$ cat config.mk
export PLATFORM = sky130hd
export DESIGN_NAME = mem_stage_flat
export DESIGN_NICKNAME = d
export VERILOG_FILES = /design/src/rtl/mem_stage_if.sv /design/src/rtl/mem_stage.sv /design/src/flat_wrapper.sv
export SDC_FILE = /design/constraint.sdc
export NUM_CORES = 1
export LEC_CHECK = 0
export ABC_AREA = 1
export CAP_MARGIN = 20
export CORE_MARGIN = 10
export CORE_UTILIZATION = 45
export CTS_BUF_LIST = sky130_fd_sc_hd__clkbuf_8
export DETAILED_ROUTE_END_ITERATION = 16
export PLACE_DENSITY = 0.78
export REMOVE_ABC_BUFFERS = 1
export SYNTH_ARGS = -nofsm -noshare
export SYNTH_HDL_FRONTEND = slang
export SYNTH_SLANG_ARGS = --single-unit
$ cat constraint.sdc
create_clock -name clk -period 2.4 [get_ports clk]
set_input_delay 0.24 -clock clk [delete_from_list [all_inputs] [get_ports clk]]
set_output_delay 0.24 -clock clk [all_outputs]
set_load 0.05 [all_outputs]
$ cat src/rtl/mem_stage_if.sv
// Handshake bundles around the memory stage: execute -> stage issue port,
// and stage -> data-memory request port.
interface exe_mem_if;
   logic        in_valid;
   logic        in_ready;
   logic [31:0] exe_out;
   logic [31:0] store_data;
   logic        is_load;
   logic        is_store;
   logic        needs_wb;
   logic [3:0]  wb_addr;
   logic [31:0] pc_in;
   logic        z_flag;

   modport master (
      output in_valid, exe_out, store_data, is_load, is_store,
             needs_wb, wb_addr, pc_in, z_flag,
      input  in_ready
   );
   modport slave (
      input  in_valid, exe_out, store_data, is_load, is_store,
             needs_wb, wb_addr, pc_in, z_flag,
      output in_ready
   );
endinterface

interface dmem_if;
   logic        dmem_req;
   logic        dmem_we;
   logic [31:0] dmem_addr;
   logic [31:0] dmem_wdata;
   logic        dmem_ack;
   logic [31:0] dmem_rdata;

   modport master (
      output dmem_req, dmem_we, dmem_addr, dmem_wdata,
      input  dmem_ack, dmem_rdata
   );
   modport slave (
      input  dmem_req, dmem_we, dmem_addr, dmem_wdata,
      output dmem_ack, dmem_rdata
   );
endinterface

$ cat src/rtl/mem_stage.sv
// Memory-access stage: latches one instruction, runs a load/store over req/ack
// with a timeout, and emits a single-cycle write-back packet.
//
// state  | meaning
// IDLE   | ready for a new instruction; ALU ops and misaligned ops retire from here
// ACCESS | memory request outstanding, waiting for ack or timeout
module mem_stage #(
   parameter int unsigned MEM_TIMEOUT = 15
) (
   input  logic        clk,
   input  logic        rst_n,
   exe_mem_if.slave    exe,
   dmem_if.master      dmem,
   output logic        wb_valid,
   output logic        wb_en,
   output logic [3:0]  wb_addr_out,
   output logic [31:0] wb_data,
   output logic [31:0] pc_out,
   output logic        z_flag_out,
   output logic        mem_err
);

   typedef enum logic {IDLE, ACCESS} state_t;

   state_t      state_q, state_d;
   logic [7:0]  tmr_q, tmr_d;
   logic [31:0] exe_q, exe_d;
   logic [31:0] sdata_q, sdata_d;
   logic        we_q, we_d;
   logic        needs_wb_q, needs_wb_d;
   logic [3:0]  waddr_q, waddr_d;
   logic [31:0] pc_q, pc_d;
   logic        z_q, z_d;

   logic        wb_valid_q, wb_valid_d;
   logic        wb_en_q, wb_en_d;
   logic        mem_err_q, mem_err_d;
   logic [31:0] wb_data_q, wb_data_d;
   logic [3:0]  wb_addr_q, wb_addr_d;
   logic [31:0] wb_pc_q, wb_pc_d;
   logic        wb_z_q, wb_z_d;

   logic        is_mem;
   logic        misaligned;

   assign is_mem     = exe.is_load | exe.is_store;
   assign misaligned = exe.exe_out[1:0] != 2'b00;

   always_comb begin
      state_d    = state_q;
      tmr_d      = tmr_q;
      exe_d      = exe_q;
      sdata_d    = sdata_q;
      we_d       = we_q;
      needs_wb_d = needs_wb_q;
      waddr_d    = waddr_q;
      pc_d       = pc_q;
      z_d        = z_q;
      wb_valid_d = 1'b0;
      wb_en_d    = 1'b0;
      mem_err_d  = 1'b0;
      wb_data_d  = wb_data_q;
      wb_addr_d  = wb_addr_q;
      wb_pc_d    = wb_pc_q;
      wb_z_d     = wb_z_q;

      case (state_q)
         IDLE: begin
            if (exe.in_valid) begin
               exe_d      = exe.exe_out;
               sdata_d    = exe.store_data;
               we_d       = exe.is_store;
               needs_wb_d = exe.needs_wb;
               waddr_d    = exe.wb_addr;
               pc_d       = exe.pc_in;
               z_d        = exe.z_flag;
               if (is_mem && !misaligned) begin
                  state_d = ACCESS;
                  tmr_d   = 8'(MEM_TIMEOUT);
               end else begin
                  // retires straight from the inputs so back-to-back issue works
                  wb_valid_d = 1'b1;
                  wb_en_d    = exe.needs_wb & ~is_mem;
                  mem_err_d  = is_mem;
                  wb_data_d  = exe.exe_out;
                  wb_addr_d  = exe.wb_addr;
                  wb_pc_d    = exe.pc_in;
                  wb_z_d     = exe.z_flag;
               end
            end
         end
         ACCESS: begin
            // down-counter: reaching 1 means MEM_TIMEOUT access cycles have elapsed
            if (dmem.dmem_ack || tmr_q == 8'd1) begin
               state_d    = IDLE;
               tmr_d      = 8'd0;
               wb_valid_d = 1'b1;
               wb_en_d    = dmem.dmem_ack & ~we_q & needs_wb_q;
               mem_err_d  = ~dmem.dmem_ack;
               wb_data_d  = (dmem.dmem_ack && !we_q) ? dmem.dmem_rdata : exe_q;
               wb_addr_d  = waddr_q;
               wb_pc_d    = pc_q;
               wb_z_d     = z_q;
            end else begin
               tmr_d = tmr_q - 8'd1;
            end
         end
         default: state_d = IDLE;
      endcase
   end

   always_ff @(posedge clk or negedge rst_n) begin
      if (!rst_n) begin
         state_q    <= IDLE;
         tmr_q      <= 8'd0;
         exe_q      <= 32'd0;
         sdata_q    <= 32'd0;
         we_q       <= 1'b0;
         needs_wb_q <= 1'b0;
         waddr_q    <= 4'd0;
         pc_q       <= 32'd0;
         z_q        <= 1'b0;
         wb_valid_q <= 1'b0;
         wb_en_q    <= 1'b0;
         mem_err_q  <= 1'b0;
         wb_data_q  <= 32'd0;
         wb_addr_q  <= 4'd0;
         wb_pc_q    <= 32'd0;
         wb_z_q     <= 1'b0;
      end else begin
         state_q    <= state_d;
         tmr_q      <= tmr_d;
         exe_q      <= exe_d;
         sdata_q    <= sdata_d;
         we_q       <= we_d;
         needs_wb_q <= needs_wb_d;
         waddr_q    <= waddr_d;
         pc_q       <= pc_d;
         z_q        <= z_d;
         wb_valid_q <= wb_valid_d;
         wb_en_q    <= wb_en_d;
         mem_err_q  <= mem_err_d;
         wb_data_q  <= wb_data_d;
         wb_addr_q  <= wb_addr_d;
         wb_pc_q    <= wb_pc_d;
         wb_z_q     <= wb_z_d;
      end
   end

   assign exe.in_ready     = (state_q == IDLE);
   assign dmem.dmem_req    = (state_q == ACCESS);
   assign dmem.dmem_we     = (state_q == ACCESS) & we_q;
   assign dmem.dmem_addr   = {exe_q[31:2], 2'b00};
   assign dmem.dmem_wdata  = sdata_q;

   assign wb_valid    = wb_valid_q;
   assign wb_en       = wb_en_q;
   assign mem_err     = mem_err_q;
   assign wb_data     = wb_data_q;
   assign wb_addr_out = wb_addr_q;
   assign pc_out      = wb_pc_q;
   assign z_flag_out  = wb_z_q;

endmodule

$ cat src/flat_wrapper.sv
// flat-port wrapper written by rule: the top's interface ports become plain ports
module mem_stage_flat 
#(
   parameter int unsigned MEM_TIMEOUT = 15
)
  (clk, rst_n, wb_valid, wb_en, wb_addr_out, wb_data, pc_out, z_flag_out, mem_err, exe_in_valid, exe_exe_out, exe_store_data, exe_is_load, exe_is_store, exe_needs_wb, exe_wb_addr, exe_pc_in, exe_z_flag, exe_in_ready, dmem_dmem_req, dmem_dmem_we, dmem_dmem_addr, dmem_dmem_wdata, dmem_dmem_ack, dmem_dmem_rdata);
  exe_mem_if exe_i ();
  dmem_if dmem_i ();
  input  logic clk;
  input  logic rst_n;
  output logic wb_valid;
  output logic wb_en;
  output logic [3:0] wb_addr_out;
  output logic [31:0] wb_data;
  output logic [31:0] pc_out;
  output logic z_flag_out;
  output logic mem_err;
  input wire logic [$bits(exe_i.in_valid)-1:0] exe_in_valid;
  input wire logic [$bits(exe_i.exe_out)-1:0] exe_exe_out;
  input wire logic [$bits(exe_i.store_data)-1:0] exe_store_data;
  input wire logic [$bits(exe_i.is_load)-1:0] exe_is_load;
  input wire logic [$bits(exe_i.is_store)-1:0] exe_is_store;
  input wire logic [$bits(exe_i.needs_wb)-1:0] exe_needs_wb;
  input wire logic [$bits(exe_i.wb_addr)-1:0] exe_wb_addr;
  input wire logic [$bits(exe_i.pc_in)-1:0] exe_pc_in;
  input wire logic [$bits(exe_i.z_flag)-1:0] exe_z_flag;
  output wire logic [$bits(exe_i.in_ready)-1:0] exe_in_ready;
  output wire logic [$bits(dmem_i.dmem_req)-1:0] dmem_dmem_req;
  output wire logic [$bits(dmem_i.dmem_we)-1:0] dmem_dmem_we;
  output wire logic [$bits(dmem_i.dmem_addr)-1:0] dmem_dmem_addr;
  output wire logic [$bits(dmem_i.dmem_wdata)-1:0] dmem_dmem_wdata;
  input wire logic [$bits(dmem_i.dmem_ack)-1:0] dmem_dmem_ack;
  input wire logic [$bits(dmem_i.dmem_rdata)-1:0] dmem_dmem_rdata;
  assign exe_i.in_valid = exe_in_valid;
  assign exe_i.exe_out = exe_exe_out;
  assign exe_i.store_data = exe_store_data;
  assign exe_i.is_load = exe_is_load;
  assign exe_i.is_store = exe_is_store;
  assign exe_i.needs_wb = exe_needs_wb;
  assign exe_i.wb_addr = exe_wb_addr;
  assign exe_i.pc_in = exe_pc_in;
  assign exe_i.z_flag = exe_z_flag;
  assign exe_in_ready = exe_i.in_ready;
  assign dmem_dmem_req = dmem_i.dmem_req;
  assign dmem_dmem_we = dmem_i.dmem_we;
  assign dmem_dmem_addr = dmem_i.dmem_addr;
  assign dmem_dmem_wdata = dmem_i.dmem_wdata;
  assign dmem_i.dmem_ack = dmem_dmem_ack;
  assign dmem_i.dmem_rdata = dmem_dmem_rdata;
  mem_stage #(.MEM_TIMEOUT(MEM_TIMEOUT)) u_core (.clk(clk), .rst_n(rst_n), .exe(exe_i), .dmem(dmem_i), .wb_valid(wb_valid), .wb_en(wb_en), .wb_addr_out(wb_addr_out), .wb_data(wb_data), .pc_out(pc_out), .z_flag_out(z_flag_out), .mem_err(mem_err));
endmodule
; ---- Word-level counts from Yosys, hierarchy flattened
; Cells that the tools add are included.
[classes]
addsub = 1
n_eq_ne = 5
mux = 37
bitwise_logic = 9
reduce_logical = 9
[op_table]
columns = operator, n
row1 = $mux W32, 7
row2 = $pmux W32 S2, 2
row3 = $mux W8, 3
row4 = $pmux W8 S2, 1
row5 = $mux W1, 15
row6 = $mux W4, 3
row7 = $pmux W1 S2, 5
row8 = $eq A8 B1 Y1 const B, 1
row9 = $pmux W4 S2, 1
row10 = $sub A8 B1 Y8 const B, 1
row11 = $ne A2 B2 Y1 const B, 3
row12 = $and A1 B1 Y1, 4
row13 = $not A1 Y1, 4
row14 = $reduce_and A2 Y1, 2
row15 = $reduce_and A3 Y1, 1
row16 = $logic_and A1 B1 Y1, 2
row17 = $logic_not A1 Y1, 2
row18 = $ne A2 B1 Y1 const B, 1
row19 = $reduce_bool A2 Y1, 1
row20 = $logic_or A1 B1 Y1, 1
row21 = $or A1 B1 Y1, 1
[word_totals]
regBits = 184
input_bits = 140
word_cells = 77

; ---- Depth between registers and ports, before layout
[logic_depth]
depth_word = 6
depth_mapped = 9
ltp_nobuf = 8

; ---- Least setup slack after synthesis
; No wires, ideal clock.
[synth_timing]
path_type = register to output
start = register u_core.state_q, in the netlist u_core.dmem.dmem_req
end = output dmem_dmem_we
arrival_time_ns = 1.557
required_ns = 2.160
setup_slack_ns = 0.603
path_stages_with_launch = 5
n_path_buf = 2
path_cell_list = dfrtp_1 > buf_4 > clkbuf_1 > nand2_1 > inv_1
[synth_via]
elab_chain_len = 1
[synth_rtl]
columns = element, line_no
row1 = "start, declared", mem_stage.sv:25  ; state_t state_q, state_d;
row2 = "start signal, assigned", mem_stage.sv:131  ; state_q <= state_d;
row3 = $and A1 B1 Y1, mem_stage.sv:152  ; assign dmem.dmem_we = (state_q == ACCESS) & we_q;
row4 = "end, declared", flat_wrapper.sv:29  ; output wire logic [$bits(dmem_i.dmem_we)-1:0] dmem_dmem_we;
; Every way passes these cells.

; ---- Final worst setup path
[layout_timing]
start = register u_core.exe_q[29]
end = output dmem_dmem_addr[29]
[layout_rtl]
columns = element, line_no
row1 = "start, declared", mem_stage.sv:27  ; logic [31:0] exe_q, exe_d;
row2 = "start signal, assigned", mem_stage.sv:116  ; exe_q <= 32'd0;
row3 = "start signal, assigned", mem_stage.sv:133  ; exe_q <= exe_d;
row4 = "end, declared", flat_wrapper.sv:30  ; output wire logic [$bits(dmem_i.dmem_addr)-1:0] dmem_dmem_addr;
; No word-level cell between the ends.

==> out/metrics.cfg <==
[placed_design]
port_buffers = 276
dp_slack_ns = 0.443
place.gp.congestion = 0.830
place_hpwl_um = 18900
placedInstanceArea_um2 = 11600

[floorplanning]
core.rowCount = 51
coreArea_um2 = 19300
io_pins = 279
dieHeight_um = 160
dieArea_um2 = 25600
die_w_um = 160
start_util_pct = 45.6

[setup_path]
crit_slowest_cell = clkdlybuf4s50_1
cpLargestDelayFamily = buffers and inverters
cp_max_fo = 3
path_buf_inv = 1
cp-start-kind = flop
cp_slowest_stage_delay_ns = 0.85
arrival_ns = 1.72
path_cells = clkdlybuf4s50_1
end_kind = output port
worstPathRequired_ns = 2.16
criticalPathCategory = reg -> out

[sta]
setup_ws_ns = 0.444
period_needed_ns = 1.96
fmax_mhz = 511
finalHoldViolCount = 0
slew_viol_final = 0
maxSlewHeadroom_pct = 41.8
post-route-period-util_pct = 81.5
fin_skew_ns = 0.0151
setup_violations = 0
fin_tns_setup_ns = 0
rsz0062_at_grt = no
max_slew.worst_pin.slew_ns = 0.873
hold_slack_ns = 0.261

[cts]
clock-root-buffer = clkbuf_8
clock_sinks = 184
post_cts_buffers = 0
cts_hold_buf = 1
cts-htree-levels = 4
clkSlewWorstSetupHoldPaths_ns = 0.11
cts_tree = yes
cts_resized = 0
clk_latency_ns = 0.46
numCtsBuffers = 17
cts_buffer_depth = 2

[power_and_ir_drop]
p_leak_nw = 6.00
vdd_drop_max_mv = 0.452
cellPowerDensity_nw_per_um2 = 851

[synthesis]
yosysWarnings = 0
yosys.area_share.simple_pct = 33.4
synth_top_family_by_area = simple AND/OR/NAND/NOR gates
ys_seq_area_share_pct = 52.3
synth_xor_area_share_pct = 0.298
synth_top_area_share_pct = 52.3
syn_avg_cell_area_um2 = 7.63
synth_fa_ha_area_share_pct = 0.284
synth_area_leaders = dfrtp_1 52%, nand2_1 26%, nand4_1 4.9%, o21ai_0 4.1%, buf_4 2.8%
synth_compound_area_share_pct = 4.99
syn_area_um2 = 8810
synthMuxAreaShare_pct = 0
synthCells = 1155
post_synth_num_cell_types = 26
yosys.area.top_type = dfrtp_1
synth_seq_cells = 184

[detailed_routing]
dr.pass1.iters = 5
vias = 8274
wirelength_um = 27100
via_per_inst = 5.03
drc_errors = 0
drtAntennaViolNets = 0
wl_per_cell_um = 16.4
drt_iter0_markers = 676

[layout]
nets = 1510
fin_area_um2 = 12000
area.growth.synth_to_final_pct = 36.5
seqCellArea_um2 = 4610
multi_input_area_um2 = 3470
fillers = 1737
diodes = 0
utilization_pct = 62.2
layout-drive-gt1-share_pct = 5.14
final_cell_mix = 600 x nand2_1, 271 x clkdlybuf4s50_1, 183 x dfrtp_1, 73 x o21ai_0, 69 x nand4_1
final_common_cell = nand2_1

[global_route]
grt_util_all_layers_pct = 20.8
antenna_found_initial = 1
grt_pass1_vias = 8086
grt_max_degree = 112
grt_pass1_wl_um = 43600
grt_overflow = 0

[min_path]
hold_class = in -> async

[run]
drv_cap = 0

[run_status]
status = finished, final reports clean

-- worst paths after layout --
check / from / cells after the start / endpoint / slack [ns]
max in group asynchronous: rst_n / 3 / u_core.exe_q[27] / 1.44
setup reg to reg: u_core.dmem.dmem_req / 7 / u_core.tmr_q[2] / 0.52
setup / recovery: u_core.exe_q[29] / 1 / dmem_dmem_addr[29] / 0.44
hold / removal: rst_n / 2 / u_core.dmem.dmem_wdata[12] / 0.26
hold reg to reg: u_core.pc_out[19] / 2 / u_core.pc_out[19] / 0.48
min in group clk: exe_store_data[14] / 3 / u_core.dmem.dmem_wdata[14] / 0.30
-- per-stage QoR --
stage	instances	power [mW]
after floorplan	1048	6.54
after global placement	1613	8.17
after detailed placement	1613	8.24
after CTS	1646	10.3
after global routing	1646	10.8
final	1646	10.2
-- cell type report --
| type | count | share of cell area [%] |
|---|---|---|
| flip-flops and latches | 184 | 38.3 |
| clock buffers | 18 | 2.06 |
| multi-input cells | 811 | 28.8 |
| repair buffers | 301 | 25.2 |
| clock inverters | 14 | 1.17 |
| well taps | 265 | 2.76 |
| inverters | 53 | 1.67 |
-- per-layer routing --
layer | up-vias | track usage [%] | wire length (µm)
li1 | 4030 | - | -
met1 | 3852 | 25.1 | 10800
met2 | 350 | 33.1 | 12600
met3 | 42 | 7.76 | 2920
met4 | 0 | 7.97 | 772
met5 | - | 0 | 0
-- kinds of logic after synthesis --
family                     count (synthesis)
and+or+nand+nor                          720
adders and majority gates                  2
other                                      1
buffers and inverters                    161
xor gates and xnor gates                   3
AOI/OAI and AO/OA                         84
DFF                                      184
-- where the power goes --
group | leakage (nW) | switching (mW) | internal [mW]
Sequential | 2.26 | 0.335 | 3.65
Clock | 0.180 | 1.19 | 0.876
Combinational | 3.56 | 2.80 | 1.38
-- cells in the mapped netlist, drive strengths merged --
library cell,n
nand2,601
dfrtp,184
o21ai,80
buf,71
nand4,70
inv,52
nand3,38
clkbuf,37
nor2,10
a21oi,2
ha,2
xor2,2
a22o,1
clkinv,1
conb,1
o32ai,1
or2,1
xnor2,1
-- flip-flops by register name (all words and copies together) (netlist names), 4 cells and up --
name and cells:
u_core.dmem.dmem_wdata 32, u_core.exe_q 32, u_core.pc_out 32, u_core.pc_q 32, u_core.wb_data 32, u_core.tmr_q 8
u_core.waddr_q 4, u_core.wb_addr_out 4
Power figures use the tool's default switching activity.
